File: src/rtl/store_buffer_fwd.sv
// DEPTH-entry in-order store buffer with optional same-word coalescing, a
// valid/ready drain port and byte-granular youngest-wins load forwarding.
module store_buffer_fwd #(
  parameter int DEPTH       = 8,
  parameter int ADDR_WIDTH  = 32,
  parameter int DATA_WIDTH  = 32,
  parameter int COALESCE_EN = 1
) (
  input  logic                        clk,
  input  logic                        rst_n,
  input  logic                        st_valid,
  output logic                        st_ready,
  input  logic [ADDR_WIDTH-1:0]       st_addr,
  input  logic [DATA_WIDTH-1:0]       st_data,
  input  logic [DATA_WIDTH/8-1:0]     st_be,
  input  logic                        ld_valid,
  input  logic [ADDR_WIDTH-1:0]       ld_addr,
  input  logic [DATA_WIDTH/8-1:0]     ld_be,
  output logic                        ld_hit,
  output logic                        ld_hit_reserve,
  output logic [DATA_WIDTH-1:0]       ld_data,
  output logic                        drain_valid,
  input  logic                        drain_ready,
  output logic [ADDR_WIDTH-1:0]       drain_addr,
  output logic [DATA_WIDTH-1:0]       drain_data,
  output logic [DATA_WIDTH/8-1:0]     drain_be,
  output logic [$clog2(DEPTH):0]      count,
  output logic                        empty,
  output logic                        full
);

  localparam int BE_W  = DATA_WIDTH / 8;
  localparam int OFF   = $clog2(BE_W);
  localparam int PTR_W = $clog2(DEPTH);
  localparam int CNT_W = PTR_W + 1;
  localparam int WA_W  = ADDR_WIDTH - OFF;

  logic [WA_W-1:0]       word_q [DEPTH];
  logic [DATA_WIDTH-1:0] data_q [DEPTH];
  logic [BE_W-1:0]       be_q   [DEPTH];
  logic [DEPTH-1:0]      valid_q;
  logic [PTR_W-1:0]      head_q, tail_q, youngest_s, idx_s;
  logic [CNT_W-1:0]      count_q;
  logic [WA_W-1:0]       st_word_s, ld_word_s;
  logic                  push_s, pop_s, coal_s, alloc_s;
  logic [BE_W-1:0]       cov_s;
  logic [DATA_WIDTH-1:0] fwd_s;
  logic                  unused_addr_bits;

  assign st_word_s        = st_addr[ADDR_WIDTH-1:OFF];
  assign ld_word_s        = ld_addr[ADDR_WIDTH-1:OFF];
  assign unused_addr_bits = ^{st_addr[OFF-1:0], ld_addr[OFF-1:0]};

  assign count       = count_q;
  assign empty       = (count_q == {CNT_W{1'b0}});
  assign full        = (count_q == CNT_W'(DEPTH));
  assign st_ready    = !full;
  assign drain_valid = !empty;
  assign drain_addr  = {word_q[head_q], {OFF{1'b0}}};
  assign drain_data  = data_q[head_q];
  assign drain_be    = be_q[head_q];

  // With count >= 2 the youngest entry is never the head, so merging keeps the drain port stable.
  assign youngest_s = tail_q - PTR_W'(1);
  assign push_s     = st_valid && st_ready;
  assign pop_s      = drain_valid && drain_ready;
  assign coal_s     = (COALESCE_EN != 0) && push_s && (count_q >= CNT_W'(2)) &&
                      valid_q[youngest_s] && (word_q[youngest_s] == st_word_s);
  assign alloc_s    = push_s && !coal_s;

  // Queue state: allocate/merge at the tail, retire at the head.
  always_ff @(posedge clk or negedge rst_n) begin
    if (!rst_n) begin
      head_q  <= {PTR_W{1'b0}};
      tail_q  <= {PTR_W{1'b0}};
      count_q <= {CNT_W{1'b0}};
      valid_q <= {DEPTH{1'b0}};
      for (int i = 0; i < DEPTH; i++) begin
        word_q[i] <= {WA_W{1'b0}};
        data_q[i] <= {DATA_WIDTH{1'b0}};
        be_q[i]   <= {BE_W{1'b0}};
      end
    end else begin
      if (alloc_s) begin
        word_q[tail_q]  <= st_word_s;
        data_q[tail_q]  <= st_data;
        be_q[tail_q]    <= st_be;
        valid_q[tail_q] <= 1'b1;
        tail_q          <= tail_q + PTR_W'(1);
      end
      if (coal_s) begin
        for (int b = 0; b < BE_W; b++) begin
          if (st_be[b]) begin
            data_q[youngest_s][8*b +: 8] <= st_data[8*b +: 8];
          end
        end
        be_q[youngest_s] <= be_q[youngest_s] | st_be;
      end
      if (pop_s) begin
        valid_q[head_q] <= 1'b0;
        head_q          <= head_q + PTR_W'(1);
      end
      case ({alloc_s, pop_s})
        2'b10:   count_q <= count_q + CNT_W'(1);
        2'b01:   count_q <= count_q - CNT_W'(1);
        default: count_q <= count_q;
      endcase
    end
  end

  // Forwarding search walks oldest to youngest so younger lanes overwrite older ones.
  always_comb begin
    cov_s = {BE_W{1'b0}};
    fwd_s = {DATA_WIDTH{1'b0}};
    idx_s = head_q;
    for (int i = 0; i < DEPTH; i++) begin
      idx_s = head_q + PTR_W'(i);
      for (int b = 0; b < BE_W; b++) begin
        if (valid_q[idx_s] && (word_q[idx_s] == ld_word_s) && be_q[idx_s][b] && ld_be[b]) begin
          cov_s[b]          = 1'b1;
          fwd_s[8*b +: 8]   = data_q[idx_s][8*b +: 8];
        end else begin
          cov_s[b]          = cov_s[b];
        end
      end
    end
  end

  assign ld_hit         = ld_valid && (ld_be != {BE_W{1'b0}}) && (cov_s == ld_be);
  assign ld_hit_reserve = ld_valid && (cov_s != {BE_W{1'b0}}) && (cov_s != ld_be);
  assign ld_data        = ld_valid ? fwd_s : {DATA_WIDTH{1'b0}};

endmodule

File: config.mk
export PLATFORM = sky130hd
export DESIGN_NAME = store_buffer_fwd
export DESIGN_NICKNAME = d
export VERILOG_FILES = /design/src/rtl/store_buffer_fwd.sv
export SDC_FILE = /design/constraint.sdc
export NUM_CORES = 2
export LEC_CHECK = 0
export CORE_UTILIZATION = 50
export DETAILED_ROUTE_END_ITERATION = 7
export PLACE_DENSITY = 0.68
export SLEW_MARGIN = 20
export SYNTH_ARGS = -nofsm -noshare
export SYNTH_HDL_FRONTEND = slang
export SYNTH_SLANG_ARGS = --single-unit
File: constraint.sdc
create_clock -name clk -period 10.5 [get_ports clk]
set_clock_uncertainty 0.05 [all_clocks]
set_input_delay 1.05 -clock clk [delete_from_list [all_inputs] [get_ports clk]]
set_output_delay 1.05 -clock clk [all_outputs]
set_load 0.005 [all_outputs]
# ---- Yosys cells after proc, flatten, opt, wreduce, memory -nomap -nowiden
# Cells that the tools add are included.
# Widths: inputs -> output; s select.
dict set report word_totals {
  romBits 0
  ff_bits 546
  mem_count 0
  mem_bits_rw 0
  in_bits 109
  elab_cells 388
  latch_bits 0
  output_inout_bits 110
}
dict set report op_classes {
  muxes 203
  eq_ne 14
  n_shift 0
  n_lt_le_gt_ge 25
  addsub 11
  n_reduce_logical 93
  div 0
  bitwise_logic 14
  n_mul 0
}
# op count
set ops {}
lappend ops {{$mux 256} 9}
lappend ops {{$bwmux 256} 5}
lappend ops {{$bmux 30 s3} 9}
lappend ops {{$bmux 32 s3} 8}
lappend ops {{$mux 32} 21}
lappend ops {{$mux 30} 19}
lappend ops {{$demux 32 s3} 5}
lappend ops {{$mux 8} 35}
lappend ops {{$eq 30x30->1} 9}
lappend ops {{$bwmux 240} 1}
lappend ops {{$bmux 4 s3} 9}
lappend ops {{$demux 30 s3} 1}
lappend ops {{$logic_and 1x1->1} 86}
lappend ops {{$mux 4} 20}
lappend ops {{$bwmux 32} 2}
lappend ops {{$mux 1} 43}
lappend ops {{$ge 4x4->1 const B} 10}
lappend ops {{$lt 3x4->1 const B} 10}
lappend ops {{$not 3->4} 10}
lappend ops {{$bmux 1 s3} 9}
lappend ops {{$demux 4 s3} 2}
lappend ops {{$mux 24} 1}
lappend ops {{$mux 16} 1}
lappend ops {{$add 3x3->3 const B} 4}
lappend ops {{other kinds (23)} 31}

# ---- Longest topological paths before layout
dict set report depth {
  word_depth 22
  depth_mapped 26
  mapped_depth_nobuf 18
}

# ---- Least setup slack after synthesis
# OpenSTA, ideal clock, no wires.
dict set report synth_timing {
  path_kind {register -> output}
  from {reg head_q[2]}
  to {out ld_data[0]}
  arrival_time_ps 5657
  setup_slack_ps 3743
  required_time_ps 9400
  path_buffers 11
  stages_incl_launch_ff 23
  path_cell_list {dfrtp_1 -> buf_2 -> inv_1 -> buf_1 -> clkbuf_1 -> clkbuf_1 -> clkbuf_1 -> buf_1 -> ha_1 -> buf_2 -> buf_4 -> buf_2 -> buf_2 -> clkbuf_1 -> mux2i_1 -> a211oi_1 -> nand4_1 -> nor4_1 -> nand3_1 -> inv_1 -> a211oi_1 -> o2111a_1 -> a211oi_1}
}
dict set report synth_between {
  elab_chain_len 17
  elab_cells_between_ends 144
  classes_between {add/sub (7); eq/ne (8); mux (97); bitwise (8); reduce/logical (24)}
}
# item line_no
set synth_lines {}
lappend synth_lines {{start, declared} 42} ;# logic [PTR_W-1:0] head_q, tail_q, youngest_s, idx_s;
lappend synth_lines {{start signal, assigned} 74} ;# head_q <= {PTR_W{1'b0}};
lappend synth_lines {{start signal, assigned} 101} ;# head_q <= head_q + PTR_W'(1);
lappend synth_lines {{$add 3x1->3 / $not 3->4 (equally long branches)} {117, 119, 121}}
lappend synth_lines {{$not 3->4 (not written as such) / $bmux 30 s3 (equally long branches)} {119, 121}}
lappend synth_lines {{$bmux 30 s3 / $mux 30 (equally long branches)} 119} ;# if (valid_q[idx_s] && (word_q[idx_s] == ld_word_s) && be_q[idx_s][b] && ld_be[b]) begin
lappend synth_lines {{$mux 30 (not written as such)} 119}
lappend synth_lines {{$mux 30 (not written as such) / $eq 30x30->1 (equally long branches)} 119}
lappend synth_lines {{$eq 30x30->1 / $logic_and 1x1->1 (equally long branches)} 119}
lappend synth_lines {{$logic_and 1x1->1 (2 in a row)} 119}
lappend synth_lines {{$logic_and 1x1->1 / $mux 8 (equally long branches)} 119}
lappend synth_lines {{$mux 8 (6 in a row)} 119}
lappend synth_lines {{$mux 8 (*)} 119}
lappend synth_lines {{$mux 32 (*)} 131} ;# assign ld_data = ld_valid ? fwd_s : {DATA_WIDTH{1'b0}};
lappend synth_lines {{end, declared} 21} ;# output logic [DATA_WIDTH-1:0] ld_data,
# Mark *: on every way between the ends. The rest lies on a longest branch, timed or not. The select of a mux whose other input is x is not followed.

# ---- Worst setup path in the final report
dict set report layout_timing {
  from {reg head_q[0]}
  to {out ld_data[2]}
}
# The elaborated chain is that of the path after synthesis.

==> out/metrics.cfg <==
[grt]
grt_overflow = 0
number_of_antenna_violations_at_the_first_check_in_global_routing = 11
grt_util_met3_pct = 11.1
busiest_layer = met1
grt_max_degree = 155
grt_pass1_wl_mm = 314
track_usage_pct = 40.1
use_met2_pct = 56.8
grt_pass1_vias = 43000
global_route.usage.met1_pct = 57.6

[yosys]
synth_compound_area_share_pct = 9.58
synth.mux.area_fraction_pct = 46.7
cells_after_synthesis = 4735
synth.yosys.seq_area_share_pct = 25.7
ys_async_rst_share_pct = 100
synth_enable_flop_cells = 0
synth_top_flop_cell = sky130_fd_sc_hd__dfrtp_1
synth_seq_cells = 546
yosys.area_share.simple_pct = 9.91
synth.cell_area_um2 = 53100
synth_fa_ha_area_share_pct = 0.297
ys_warn_count = 0
yosys.area_share.xor_xnor_pct = 3.40
synth_cell_type_count = 86
synth.avg_cell_area_um2 = 11.2
synth_top_family_by_area = multiplexers

[clocking]
cts_max_path_buffers = 3
cts-buffers-inserted = 68
post-cts-setup-buffer-count = 0
ctsHoldBuffers = 0
root_driver = sky130_fd_sc_hd__clkbuf_16
worstSkewPairLatency_ps = 670
htree_levels = 3
clk_pin_slew_worst_paths_ps = 60
cts_resized = 0
cts_tree = done
clock_sinks = 546

[routing]
drt_first_pass_iters = 6
num_vias = 46100
avgRoutedWirePerCell_um = 35.3
drc = 0
drtAntennaViolNets = 0
wl_mm = 217
detail_route.iter0.violations = 7112
post_drt_via_cell_ratio = 7.49

[critical_path]
source_of_the_worst_register_to_register_timing_path = tail_q[0]
timing.critical_path.fanout_max = 47
cp-end-kind = output port
cp_data_arrival_time_ps = 8660
r2r_end = data_q[214]
r2r_setup_slack_ps = 2120
reg2regPathDepth = 19
crit_type = reg -> out
timing.critical_path.required_ps = 9400
setup.worst_path.start_class = flip-flop

[floorplanning]
die_area_um2 = 107000
die_x_um = 328
die_y_um = 328
start_util_pct = 50.4
io_pins = 219
floorplan.rows = 119
core_region_area_um2 = 105000

[sta]
achievable-frequency_mhz = 103
timing.final.max_slew_violations = 0
setup_total_negative_slack_ps = 0
hold_viol = 0
worst_pin_slew_ps = 1360
worst_slew_margin_rel_pct = 8.92
setup-violations-final = 0
min_period_over_period_pct = 92.9
rsz0062_at_grt = false
min_period_ps = 9760

[hold_path]
worst_hold_path_type = in -> async

[placed_design]
gp_congestion = 1.13
placement.io_buffers = 212
detailed_place_hpwl_mm = 156

[cells_and_area]
nFillCells = 8969
most_common_library_cell_in_the_layout_ignoring_fill_and_taps = sky130_fd_sc_hd__nand2_1
post_route_cells_drive_above_1_share_pct = 31.9
layout_common_cells = sky130_fd_sc_hd__nand2_1 (620), sky130_fd_sc_hd__mux2_2 (561), sky130_fd_sc_hd__mux4_2 (559)
final_net_count = 4832
syn_to_final_growth_pct = 10.0

[run]
max_cap_viols = 0

[outcome]
status = completed

-- stage by stage --
stage,instance area (µm²),hold WS (ps),cells,setup slack (ps),utilization (%)
2_1_floorplan,53100,461,4736,3740,-
3_3_place_gp,56200,478,6032,1800,53.4
3_5_place_dp,56200,496,6032,1730,53.4
4_1_cts,58300,353,6153,1010,55.4
5_1_grt,58400,394,6156,695,55.5
6_report,58400,333,6159,744,55.5
-- area by class of cell --
type	instances	area (µm²)	area share, %
inverter	48	188	0.321
clock inverter	30	295	0.506
timing repair buffer	342	3230	5.53
sequential	546	13700	23.4
clock buffer	91	1870	3.20
multi-input combinational	3705	37400	64.0
tap	1391	1740	2.98
antenna	6	15.0	0.0257
-- Yosys cell counts (all sizes together) (34+ instances only) --
cell | number | share of area [%]
nor4 | 50 | 0.67
nand3 | 80 | 0.75
o21ai | 89 | 0.84
o22ai | 48 | 0.57
clkbuf | 128 | 0.91
a211oi | 41 | 0.58
nand2 | 620 | 4.4
mux2 | 625 | 14
dfrtp | 546 | 26
xnor2 | 177 | 2.9
buf | 309 | 3.1
a22oi | 73 | 1.0
mux2i | 498 | 9.4
inv | 43 | 0.30
a21o | 40 | 0.57
and2 | 34 | 0.40
nor2 | 98 | 0.70
a21oi | 113 | 1.4
nand4 | 45 | 0.53
mux4 | 559 | 24
-- critical path, cell delays in order, from the launching register on --
cell and delay [ps]:
sky130_fd_sc_hd__dfrtp_4 800, sky130_fd_sc_hd__inv_6 370, sky130_fd_sc_hd__ha_4 940, sky130_fd_sc_hd__buf_4 430, sky130_fd_sc_hd__mux4_2 370, sky130_fd_sc_hd__xnor2_1 830
sky130_fd_sc_hd__nand4_1 160, sky130_fd_sc_hd__o31ai_1 120, sky130_fd_sc_hd__nand3_1 310, sky130_fd_sc_hd__nor4_2 960, sky130_fd_sc_hd__nand3_1 420, sky130_fd_sc_hd__or3b_1 710
sky130_fd_sc_hd__a21o_1 240, sky130_fd_sc_hd__o2111a_1 120, sky130_fd_sc_hd__a211oi_1 500, sky130_fd_sc_hd__clkdlybuf4s50_1 610
-- cells by family after synthesis --
logic type               after synthesis
multiplexers                        1682
AND/OR/NAND/NOR                     1115
AO/OA/AOI/OAI                        689
flip-flops                           546
buffers and inverters                485
XOR/XNOR                             205
adder cells (fa/ha/maj)               12
other                                  1
-- how the worst max path moves through the flow --
stage | start | to | slack (ps) | depth (start not counted)
finish | head_q[0] | ld_data[2] | 740 | 15
detailed placement | head_q[0] | ld_data[1] | 1730 | 15
CTS | head_q[0] | ld_data[1] | 1010 | 15
floorplan | head_q[2] | ld_data[0] | 3740 | 22
global route | head_q[0] | ld_data[2] | 700 | 14
global placement | head_q[0] | ld_hit | 1800 | 15
-- state kept, by name (all words and copies together) (netlist names) --
| register | count |
|---|---|
| be_q | 32 |
| data_q | 256 |
| head_q | 3 |
| word_q | 240 |
| valid_q | 8 |
| tail_q | 3 |
| count | 4 |
-- metal layers --
layer	vias to the layer above	part of all wire, %
met3	516	13
li1	18400	-
met5	-	0.018
met2	3430	43
met4	6	4.5
met1	23700	40
Power is not shown: default switching activity piles up to over one toggle a cycle in this logic, so the estimate is an artifact.
